**src/rtl/pla_dispatch.sv**
```systemverilog
// pla_dispatch
// ------------
// Instruction dispatcher for a bank of NUM_ACC accelerators. An accepted
// instruction's low OPC_W bits select a channel (opcode 1 -> channel 0, and so
// on). Opcode 0 is a NOP. Opcodes above NUM_ACC are illegal. For a legal
// opcode the selected accelerator is enabled. The dispatcher then waits for
// that channel's read-phase and write-phase done levels. It pulses acc_done,
// then waits for both done levels to drop before it takes the next
// instruction. A watchdog bounds every waiting phase. An illegal opcode or an
// expired watchdog produces an acc_err pulse with a reason in err_code.
//
// Ports
//   clk          rising-edge clock
//   reset        synchronous, active-low reset
//   instr_valid  instruction present on 'instruction'
//   instr_ready  dispatcher idle and able to accept (combinational)
//   instruction  instruction word; only bits [OPC_W-1:0] are decoded
//   rd_done      per-channel read-phase complete level
//   wr_done      per-channel write-phase complete level
//   acc_enable   one-hot enable of the selected accelerator (or zero)
//   acc_done     one-cycle pulse: operation finished
//   acc_err      one-cycle pulse: operation aborted
//   err_code     00 none, 01 illegal opcode, 10 read timeout,
//                11 write or release timeout
//   busy         dispatcher not idle (combinational)
//   active_ch    channel of the current or most recent legal operation

module pla_dispatch #(
    parameter int NUM_ACC = 3,
    parameter int OPC_W   = 3,
    parameter int INSTR_W = 32,
    parameter int CH_W    = 2,
    parameter int TIMEOUT = 1024,
    parameter int TMO_W   = 16
) (
    input  logic               clk,
    input  logic               reset,
    input  logic               instr_valid,
    output logic               instr_ready,
    input  logic [INSTR_W-1:0] instruction,
    input  logic [NUM_ACC-1:0] rd_done,
    input  logic [NUM_ACC-1:0] wr_done,
    output logic [NUM_ACC-1:0] acc_enable,
    output logic               acc_done,
    output logic               acc_err,
    output logic [1:0]         err_code,
    output logic               busy,
    output logic [CH_W-1:0]    active_ch
);

    typedef enum logic [2:0] {
        S_IDLE,
        S_READ,
        S_WRITE,
        S_DONE,
        S_ERROR,
        S_RELEASE
    } state_t;

    localparam logic [1:0] ERR_NONE    = 2'b00;
    localparam logic [1:0] ERR_ILLEGAL = 2'b01;
    localparam logic [1:0] ERR_RD_TMO  = 2'b10;
    localparam logic [1:0] ERR_WR_TMO  = 2'b11;

    localparam logic [OPC_W-1:0] LAST_OPC  = OPC_W'(NUM_ACC);
    localparam logic [TMO_W-1:0] TMO_LIMIT = TMO_W'(TIMEOUT);
    localparam bit               WDOG_ON   = (TIMEOUT != 0);

    state_t               state_q, state_d;
    logic [CH_W-1:0]      ch_q, ch_d;
    logic [NUM_ACC-1:0]   enable_q, enable_d;
    logic                 done_q, done_d;
    logic                 err_q, err_d;
    logic [1:0]           code_q, code_d;
    logic [TMO_W-1:0]     wdog_q, wdog_d;
    logic                 errToIdle_q, errToIdle_d;

    logic [OPC_W-1:0]     opc;
    logic                 opcNop;
    logic                 opcLegal;
    logic [CH_W-1:0]      reqCh;
    logic [NUM_ACC-1:0]   reqOneHot;
    logic [NUM_ACC-1:0]   selOneHot;
    logic                 selRd;
    logic                 selWr;
    logic [TMO_W-1:0]     wdogInc;
    logic                 wdogExpired;
    logic                 unusedInstrBits;

    // Opcode decode. Bits above OPC_W carry no meaning for the dispatcher.
    assign opc       = instruction[OPC_W-1:0];
    assign opcNop    = (opc == '0);
    assign opcLegal  = !opcNop && (opc <= LAST_OPC);
    assign reqCh     = CH_W'(opc - OPC_W'(1));
    assign reqOneHot = NUM_ACC'(1) << reqCh;

    assign unusedInstrBits = ^instruction;

    // Only the latched channel's done levels are ever observed. Masking with
    // a one-hot vector avoids out-of-range indexing when 2**CH_W > NUM_ACC.
    assign selOneHot = NUM_ACC'(1) << ch_q;
    assign selRd     = |(rd_done & selOneHot);
    assign selWr     = |(wr_done & selOneHot);

    // Watchdog: counts cycles spent in the current phase. It saturates
    // instead of wrapping, so a disabled watchdog (TIMEOUT == 0) cannot
    // alias back to a small count. The phase expires on the cycle the
    // incremented count reaches TIMEOUT, so a phase lasts at most TIMEOUT cycles.
    assign wdogInc     = (wdog_q == '1) ? wdog_q : wdog_q + TMO_W'(1);
    assign wdogExpired = WDOG_ON && (wdogInc >= TMO_LIMIT);

    // Next-state and registered-output logic. Pulses default low so they
    // last exactly one cycle. The enable clears whenever DONE or ERROR is
    // entered. errToIdle_d records whether ERROR should skip RELEASE.
    always_comb begin
        state_d     = state_q;
        ch_d        = ch_q;
        enable_d    = enable_q;
        done_d      = 1'b0;
        err_d       = 1'b0;
        code_d      = code_q;
        wdog_d      = wdog_q;
        errToIdle_d = errToIdle_q;

        case (state_q)
            S_IDLE: begin
                if (instr_valid && !opcNop) begin
                    if (opcLegal) begin
                        state_d  = S_READ;
                        ch_d     = reqCh;
                        code_d   = ERR_NONE;
                        enable_d = reqOneHot;
                        wdog_d   = '0;
                    end else begin
                        state_d     = S_ERROR;
                        code_d      = ERR_ILLEGAL;
                        err_d       = 1'b1;
                        enable_d    = '0;
                        errToIdle_d = 1'b1;
                    end
                end
            end

            S_READ: begin
                if (selRd) begin
                    state_d = S_WRITE;
                    wdog_d  = '0;
                end else if (wdogExpired) begin
                    state_d     = S_ERROR;
                    code_d      = ERR_RD_TMO;
                    err_d       = 1'b1;
                    enable_d    = '0;
                    errToIdle_d = 1'b0;
                end else begin
                    wdog_d = wdogInc;
                end
            end

            S_WRITE: begin
                if (selWr) begin
                    state_d  = S_DONE;
                    done_d   = 1'b1;
                    enable_d = '0;
                end else if (wdogExpired) begin
                    state_d     = S_ERROR;
                    code_d      = ERR_WR_TMO;
                    err_d       = 1'b1;
                    enable_d    = '0;
                    errToIdle_d = 1'b0;
                end else begin
                    wdog_d = wdogInc;
                end
            end

            S_DONE: begin
                state_d = S_RELEASE;
                wdog_d  = '0;
            end

            // An illegal opcode never started the accelerator, and a release
            // timeout has already waited, so both of those return straight to IDLE.
            S_ERROR: begin
                if (errToIdle_q) begin
                    state_d = S_IDLE;
                end else begin
                    state_d = S_RELEASE;
                    wdog_d  = '0;
                end
            end

            // Hold off new work until the channel's level-done signals drop,
            // otherwise a stale level would complete the next operation at once.
            S_RELEASE: begin
                if (!selRd && !selWr) begin
                    state_d = S_IDLE;
                end else if (wdogExpired) begin
                    state_d     = S_ERROR;
                    code_d      = ERR_WR_TMO;
                    err_d       = 1'b1;
                    enable_d    = '0;
                    errToIdle_d = 1'b1;
                end else begin
                    wdog_d = wdogInc;
                end
            end

            default: begin
                state_d  = S_IDLE;
                enable_d = '0;
            end
        endcase
    end

    // State and output registers. Reset clears everything silently,
    // including any operation in flight.
    always_ff @(posedge clk) begin
        if (!reset) begin
            state_q     <= S_IDLE;
            ch_q        <= '0;
            enable_q    <= '0;
            done_q      <= 1'b0;
            err_q       <= 1'b0;
            code_q      <= ERR_NONE;
            wdog_q      <= '0;
            errToIdle_q <= 1'b0;
        end else begin
            state_q     <= state_d;
            ch_q        <= ch_d;
            enable_q    <= enable_d;
            done_q      <= done_d;
            err_q       <= err_d;
            code_q      <= code_d;
            wdog_q      <= wdog_d;
            errToIdle_q <= errToIdle_d;
        end
    end

    assign instr_ready = (state_q == S_IDLE);
    assign busy        = (state_q != S_IDLE);
    assign acc_enable  = enable_q;
    assign acc_done    = done_q;
    assign acc_err     = err_q;
    assign err_code    = code_q;
    assign active_ch   = ch_q;

endmodule

```
**config.mk**
```make
export PLATFORM = sky130hd
export DESIGN_NAME = pla_dispatch
export DESIGN_NICKNAME = d
export VERILOG_FILES = /design/src/rtl/pla_dispatch.sv
export SDC_FILE = /design/constraint.sdc
export NUM_CORES = 1
export LEC_CHECK = 0
export ABC_AREA = 1
export CORE_ASPECT_RATIO = 0.9
export CORE_MARGIN = 5
export CORE_UTILIZATION = 45
export DETAILED_ROUTE_END_ITERATION = 8
export GPL_ROUTABILITY_DRIVEN = 0
export PLACE_DENSITY = 0.75
export SLEW_MARGIN = 20
export SYNTH_ARGS = -nofsm -noshare
export SYNTH_HDL_FRONTEND = slang
export SYNTH_SLANG_ARGS = --single-unit
```
**constraint.sdc**
```tcl
create_clock -name clk -period 3.52 [get_ports clk]
set_input_delay 0.352 -clock clk [delete_from_list [all_inputs] [get_ports clk]]
set_output_delay 0.352 -clock clk [all_outputs]
set_load 0.01 [all_outputs]
```
==> run_results.csv <==
group,metric,value,unit
power_and_ir_drop,power.leakage,0.000958,uW
clock_tree,clock-root-buffer,"clkbuf_8",
setup_path,cp-start-kind,"input pin",
route,dr.pass1.iters,4,
clock_tree,cts-htree-levels,2,
timing,setup_viol,0,
power_and_ir_drop,power_density,402,nW/um2
global_route,grt_antenna_before_repair,0,
placement,dp_hpwl,2930,um
layout,fin_nets,344,
timing,relSlewSlack,0.632,
global_route,grt_pass1_wl,6580,um
logic_synthesis,synthCells,271,
logic_synthesis,synth_fa_ha_area_frac,0.0354,
clock_tree,cts.sink_count,29,
placement,io_buffers,22,
floorplanning,die_x,76.1,um
floorplanning,core,3760,um2
floorplanning,initial_core_util,0.471,
setup_path,cpPeakStageDelay,0.53,ns
route,wl_per_cell,11.2,um
route,wirelength,3840,um
timing,finClkSkew,0.00838,ns
logic_synthesis,synth_mux_area_frac,0,
route,drc,0,
route,num_vias,1687,
timing,tightestPinTransition,0.550,ns
global_route,grt_usage,0.149,
timing,setup_tns,0,ns
layout,diodes,0,
setup_path,critPathMostFrequentCell,"nand2_1",
timing,hold_ws,0.444,ns
min_path,hp-class,"register to register",
floorplanning,dieArea,5290,um2
clock_tree,clk_path_buf_depth,2,
power_and_ir_drop,ir_drop,0.000228,V
floorplanning,pin_count,52,
setup_path,crit_family,"simple AND/OR/NAND/NOR gates",
flow_run,cap_viol_max_count,0,
logic_synthesis,synth-simple-area-share,0.417,
clock_tree,cts.repair.resized,0,
route,drtIter0Drc,85,
logic_synthesis,avgSynthCellArea,6.53,um2
setup_path,critPathBufInv,3,
logic_synthesis,synth_xor_area_frac,0.00990,
clock_tree,postCtsSetupRepairBufs,0,
route,drtAntennaViolNets,0,
setup_path,crit_slowest_cell,"clkdlybuf4s50_1",
logic_synthesis,synth_seq_cells,29,
setup_path,crit_path_end_kind,"register",
clock_tree,cts_tree,"yes",
floorplanning,fp.dieH,69.5,um
layout,utilization,0.564,
timing,final.period_utilization,0.617,
logic_synthesis,synth_compound_area_frac,0.0969,
timing,hold_viol_final,0,
setup_path,crit_required,3.71,ns
setup_path,worstPathArrival,2.36,ns
setup_path,path_class,"input pin to register",
layout,area_growth,19.7,%
clock_tree,clkTransAtPathRegs,0.06,ns
timing,rsz0062_at_grt,"no",
logic_synthesis,syn-cell-area,1770,um2
timing,drv_slew,0,
logic_synthesis,yosysWarnings,0,
clock_tree,insertion_delay,0.28,ns
global_route,grt_pass1_vias,1504,
layout,drive_gt1_frac,0.117,
status,outcome,"completed",
timing,fmax,461,MHz
logic_synthesis,synth_top_family_by_area,"simple AND/OR/NAND/NOR gates",
clock_tree,hold_buffers,0,
logic_synthesis,synth_cell_types,27,
setup_path,critPathMaxFanout,13,
logic_synthesis,synth_sequential_area_ratio,0.328,
timing,finalCriticalPeriod,2.17,ns
global_route,grt_max_degree,14,
logic_synthesis,syn_nets,317,
setup_path,path_cells,"clkdlybuf4s50_1, inv_1, ha_1, nand2_1, nand2_1, nand2_2, nand3_2, nor2_4, nand3_4, nor2_4, nand2_1, nand2_1, nand2_1, nand2_1, inv_1",
route,post_drt_via_cell_ratio,4.90,
floorplanning,fp-row-count,21,
global_route,grt_overflow,0,
clock_tree,numCtsBuffers,5,
==> Yosys cell counts <==
cell type	instances	area [um2]
a21oi_1	16	80.1
a21oi_2	1	8.76
a31oi_1	1	6.26
buf_6	1	11.3
clkbuf_1	1	3.75
dfxtp_1	29	581
ha_1	5	62.6
inv_1	41	154
inv_2	8	30.0
nand2_1	69	259
nand2_2	5	31.3
nand2_4	1	11.3
nand3_1	23	115
nand3_2	1	10.0
nand3_4	2	35.0
nand3b_1	2	15.0
nand4_1	6	37.5
nor2_1	28	105
nor2_2	4	25.0
nor2_4	5	56.3
nor3_1	4	20.0
nor3_2	1	10.0
nor3b_1	1	7.51
o21ai_0	12	60.1
o21ai_2	1	8.76
o21bai_1	1	7.51
xor2_1	2	17.5
==> power breakdown <==
group | switching (uW) | internal, uW | total [uW]
logic | 137 | 85.1 | 222
clock network | 121 | 155 | 276
registers | 12.9 | 341 | 354
==> layout make-up <==
type,count,area (um2)
Clock buffer,7,86.3
Fill cell,377,1640
Inverter,49,184
Multi-Input combinational cell,191,990
Sequential cell,29,581
Tap cell,46,57.6
Timing Repair Buffer,22,220
==> worst reg2reg max path, delay by kind of cell, from the launching register on <==
family	cells	cell delay (ns)
simple gates	9	1.11
flops	1	0.38
buf+inv	1	0.03
xor+xnor	1	0.23
fa+ha+maj	1	0.21
==> registers in the layout (all words and copies together), names as in the netlist <==
name         flops
acc_enable       3
state_q          3
wdog_q          16
errToIdle_q      1
err_code         2
acc_err          1
active_ch        2
acc_done         1
==> cell families after synthesis <==
family                   after synthesis
AND/OR/NAND/NOR                      152
flip-flops                            29
AO/OA/AOI/OAI                         32
XOR/XNOR                               2
adder cells (fa/ha/maj)                5
buffers and inverters                 51
==> worst paths after layout <==
check                           slack, ns                 endpoint  depth (start not counted)               startpoint
worst max-delay path                 1.35   wdog_q[5]$_SDFFE_PN0P_                         15           instruction[0]
worst min-delay path                 0.44  wdog_q[12]$_SDFFE_PN0P_                          2  wdog_q[12]$_SDFFE_PN0P_
worst max register to register       1.46   wdog_q[5]$_SDFFE_PN0P_                         12   wdog_q[1]$_SDFFE_PN0P_
worst min register to register       0.44  wdog_q[12]$_SDFFE_PN0P_                          2  wdog_q[12]$_SDFFE_PN0P_
==> stage by stage <==
step,total power [uW],instances,setup slack (ns),cell area (um2)
2_1_floorplan,514,271,1.74,1770
3_3_place_gp,580,337,1.06,2030
3_5_place_dp,582,337,1.06,2030
4_1_cts,858,344,1.36,2120
5_1_grt,896,344,1.16,2120
6_report,852,344,1.35,2120
==> cells in the final DEF (no fill, tap or decap), types with 2 or more instances in the layout <==
master           instances
nand3b_1                 2
nor3_1                   4
clkdlybuf4s50_1         22
nand3_4                  2
nor2_4                   5
o21ai_0                 12
inv_1                   41
nand4_1                  6
dfxtp_1                 29
clkbuf_8                 6
a21oi_1                 16
nand2_2                  5
nand3_1                 23
xor2_1                   2
nor2_1                  28
ha_1                     5
nand2_1                 69
inv_2                    8
nor2_2                   4
==> routing by layer <==
layer	global-route usage	wire (um)	vias to the layer above
li1	-	-	908
met1	0.213	2020	733
met2	0.206	1530	39
met3	0.0377	212	7
met4	0.0660	76	0
met5	0	0	-
No activity file was read; power rests on OpenSTA's default activity.
==> RTL change 1: new RTL, config.mk and constraints unchanged <==
Encoding of `state_t`: now one-hot (6 bits for 6 states).
--- a/src/rtl/pla_dispatch.sv
+++ b/src/rtl/pla_dispatch.sv
@@ -49,11 +49,11 @@
 );
 
-    typedef enum logic [2:0] {
-        S_IDLE,
-        S_READ,
-        S_WRITE,
-        S_DONE,
-        S_ERROR,
-        S_RELEASE
+    typedef enum logic [5:0] {
+        S_IDLE    = 6'b000001,
+        S_READ    = 6'b000010,
+        S_WRITE   = 6'b000100,
+        S_DONE    = 6'b001000,
+        S_ERROR   = 6'b010000,
+        S_RELEASE = 6'b100000
     } state_t;
 
Check against the original RTL: same outputs for any inputs over 10 cycles, from zero or initial values and one cycle with reset low; not proved beyond that.
==> RTL change 1 against the original RTL <==
Cell area is 9.5% higher; total power grew 3.9%; sequential cell count rose by 3; setup slack worse by 0.16 ns; first-iteration DRC count grew 91%; wire length is 13% higher; count of clock-buffer cells in the layout decreased by 1; synthesized area is 11% higher; fmax is 7.0% lower; worst hold slack better by 0.023 ns; global-route usage increased by 1.4 points; largest power group unchanged.
==> RTL change 1: results (changes against the original RTL) <==
Outcome
  – Status: finished, final reports clean

Critical path
  – Worst r2r path cells: 13 (+1)
  – Reg2reg setup slack: 1.33 ns (-0.13 ns)
  – Worst flop-to-flop path startpoint: wdog_q[0]
  – CP max FO: 19 (+6)
  – Capturing point of the worst reg2reg path: wdog_q[10]

Die
  – Tap Count: 60 (+30%)

Drt
  – Post-Route WL: 4350 um (+13%)
  – Per-cell routed wire length: 11.4 um (+2.3%)
  – First DRT Iteration DRCs: 162 (+91%)
  – DR WL met2: 1920 um (+25%)
  – Met3 wire len: 165 um (-22%)
  – Met1 wire length: 2190 um (+8.1%)

Finish
  – Multi-input gate share of the layout cell area: 49.3% (+2.6 points)
  – Finished Cell Area: 2320 um2 (+9.5%)
  – Clock network area share: 3.34% (-0.73 points)
  – Total of fill cells in the finished design: 408 (+8.2%)
  – Share of layout cells above drive strength 1: 11.2% (-0.53 points)
  – Layout buffering overhead excluding clock cells: 9.49% (-0.90 points)
  – Register area: 641 um2 (+10%)

Power
  – Leak: 0.000966 uW (+0.82%)
  – Sequential Power Share: 44.8% (+3.2 points)

Global route
  – Number of global-route vias before repair: 1700 (+13%)
  – Global-route met1 utilization: 21.4% (+0.090 points)
  – GR Util met2: 24.8% (+4.2 points)
  – GRT Util Overall: 16.2% (+1.4 points)

Min path
  – WHS Endpoint: acc_enable[1]
  – Worst Hold Launch: acc_enable[1]

Synthesis
  – Distinct cell type count after synthesis: 28 (+3.7%)
  – Syn Area/Cell: 6.69 um2 (+2.4%)
  – Sequential area share after synthesis: 32.6% (-0.22 points)
  – Synth area leaders: dfxtp_1 33%, nand2_1 13%, nand3_1 8.1%, inv_1 7.3%, nor2_1 7.3%

Place
  – Number of cells in the design after placement: 374 (+11%)
  – Placed Area: 2240 um2 (+10%)

Timing
  – Worst Clk Skew: 0.00525 ns (-0.00313 ns)
  – Slew HR: 71.5% (+8.3 points)
==> RTL change 1: changes by cell type in the layout (fill, tap and decap cells not counted), sizes merged, moves of 2 or more <==
cell / delta
a21oi: +9
clkinv: +2
dfxtp: +3
inv: -7
nand2: -2
nand3: +10
nor2: +13
nor3: +3
o21ai: -4
xor2: -2
==> RTL change 1: worst max-delay path by stage <==
stage / cells past startpoint / slack (ns) / endpoint / start
final: 13 / 1.18 / wdog_q[10] / instruction[0]
after global routing: 13 / 1.02 / wdog_q[10] / instruction[0]
after CTS: 13 / 1.24 / wdog_q[10] / instruction[0]
after detailed placement: 13 / 0.94 / wdog_q[10] / instruction[0]
after global placement: 13 / 1.03 / wdog_q[12] / instruction[0]
after floorplan: 13 / 1.66 / wdog_q[7] / wdog_q[0]
==> RTL change 1: cells by family after synthesis <==
family | share of synthesized area (%)
simple gates | 44.7
buf+inv | 9.23
compound gates | 10.2
flops | 32.6
fa+ha+maj | 3.18
==> RTL change 2: new RTL, same settings <==
Made on the original files. The parameter `OPC_W` goes from 3 to 6.
--- a/src/rtl/pla_dispatch.sv
+++ b/src/rtl/pla_dispatch.sv
@@ -28,5 +28,5 @@
 module pla_dispatch #(
     parameter int NUM_ACC = 3,
-    parameter int OPC_W   = 3,
+    parameter int OPC_W   = 6,
     parameter int INSTR_W = 32,
     parameter int CH_W    = 2,
Formal check against the unedited RTL: not equivalent (a bounded check fails within 4 cycles, from zero or initial values and one cycle with reset low).
==> RTL change 2 against the original RTL <==
Synthesized area up 9.3%; first-iteration DRC count up 78%; final cell count up 10%; critical path depth down 3; sequential share of layout area down 2.8 points; setup slack worse by 0.18 ns; fmax down 7.5%; cell area up 11%; sequential cell count unchanged; non-clock buffer count up 3; total power up 13%; wire length up 23%.
==> RTL change 2: results (changes against the original RTL) <==
Drt
  – Met3 wire len: 337 um (+59%)
  – DR WL met2: 1930 um (+26%)
  – First DRT Iteration DRCs: 151 (+78%)
  – Pre-antenna DRT Iters: 5 (+1)
  – Vias per inst: 5.26 (+7.3%)
  – Per-cell routed wire length: 12.5 um (+12%)
  – Met1 wire length: 2390 um (+18%)

Critical path
  – Reg2reg setup slack: 1.37 ns (-0.09 ns)
  – Capturing point of the worst reg2reg path: wdog_q[6]
  – Arrival @ worst endpoint: 2.53 ns (+0.17 ns)

Finish
  – Share of layout cells above drive strength 1: 13.0% (+1.2 points)
  – Final cell count without fillers: 380 (+10%)
  – Final net count: 377 (+9.6%)

Global route
  – Met3 Usage GRT: 3.47% (-0.29 points)
  – Global-route met1 utilization: 25.3% (+3.9 points)
  – GRT Util Overall: 17.6% (+2.8 points)
  – Number of global-route vias before repair: 1773 (+18%)

Synthesis
  – Sequential area share after synthesis: 30.0% (-2.8 points)
  – Xor and xnor fraction of the mapped netlist area: 0% (-0.99 points)
  – Synth area leaders: dfxtp_1 30%, nand2_1 15%, inv_1 8.0%, nand3_1 6.5%, nor2_1 5.8%
  – Syn nets: 345 (+8.8%)
  – Complex-gate fraction of the synthesized area: 12.5% (+2.9 points)
  – Distinct cell type count after synthesis: 29 (+7.4%)
  – Cell count after synthesis: 299 (+10%)

Place
  – Number of cells in the design after placement: 372 (+10%)
  – Pre-CTS setup slack: 0.882 ns (-0.179 ns)
  – DPL Wire Length: 3680 um (+25%)

Min path
  – WHS Endpoint: err_code[1]

Power
  – Peak supply drop: 0.229 mV (+0.40%)
  – Leak: 0.000991 uW (+3.5%)

Outcome
  – Status: finished, final reports clean

Timing
  – Slew @ Worst Pin: 0.448 ns (-0.102 ns)
## RTL change 2: critical path, cell delays in order
cell and delay [ns]:
clkdlybuf4s50_1 0.53, inv_1 0.09, ha_1 0.22, nand3b_1 0.21, nand2_2 0.10, nand2_1 0.06
nor2_2 0.12, nand3_2 0.12, nor3_4 0.45, nand4_1 0.14, nand2_1 0.11, nor2_2 0.04
## RTL change 2: power groups by stage
stage               Combinational, uW  Sequential, uW  Clock, uW
finish                            239             361        362
global placement                  235             367          0
global route                      266             363        380
floorplan                         154             368          0
CTS                               238             361        369
detailed placement                235             368          0
## RTL change 2: layout make-up
| cell class | instances | area share [%] |
|---|---|---|
| sequential | 29 | 24.6 |
| multi-input combinational | 221 | 49.5 |
| timing repair buffer | 25 | 10.6 |
| clock inverter | 1 | 1.27 |
| inverter | 49 | 7.79 |
| clock buffer | 7 | 3.66 |
| tap | 48 | 2.54 |
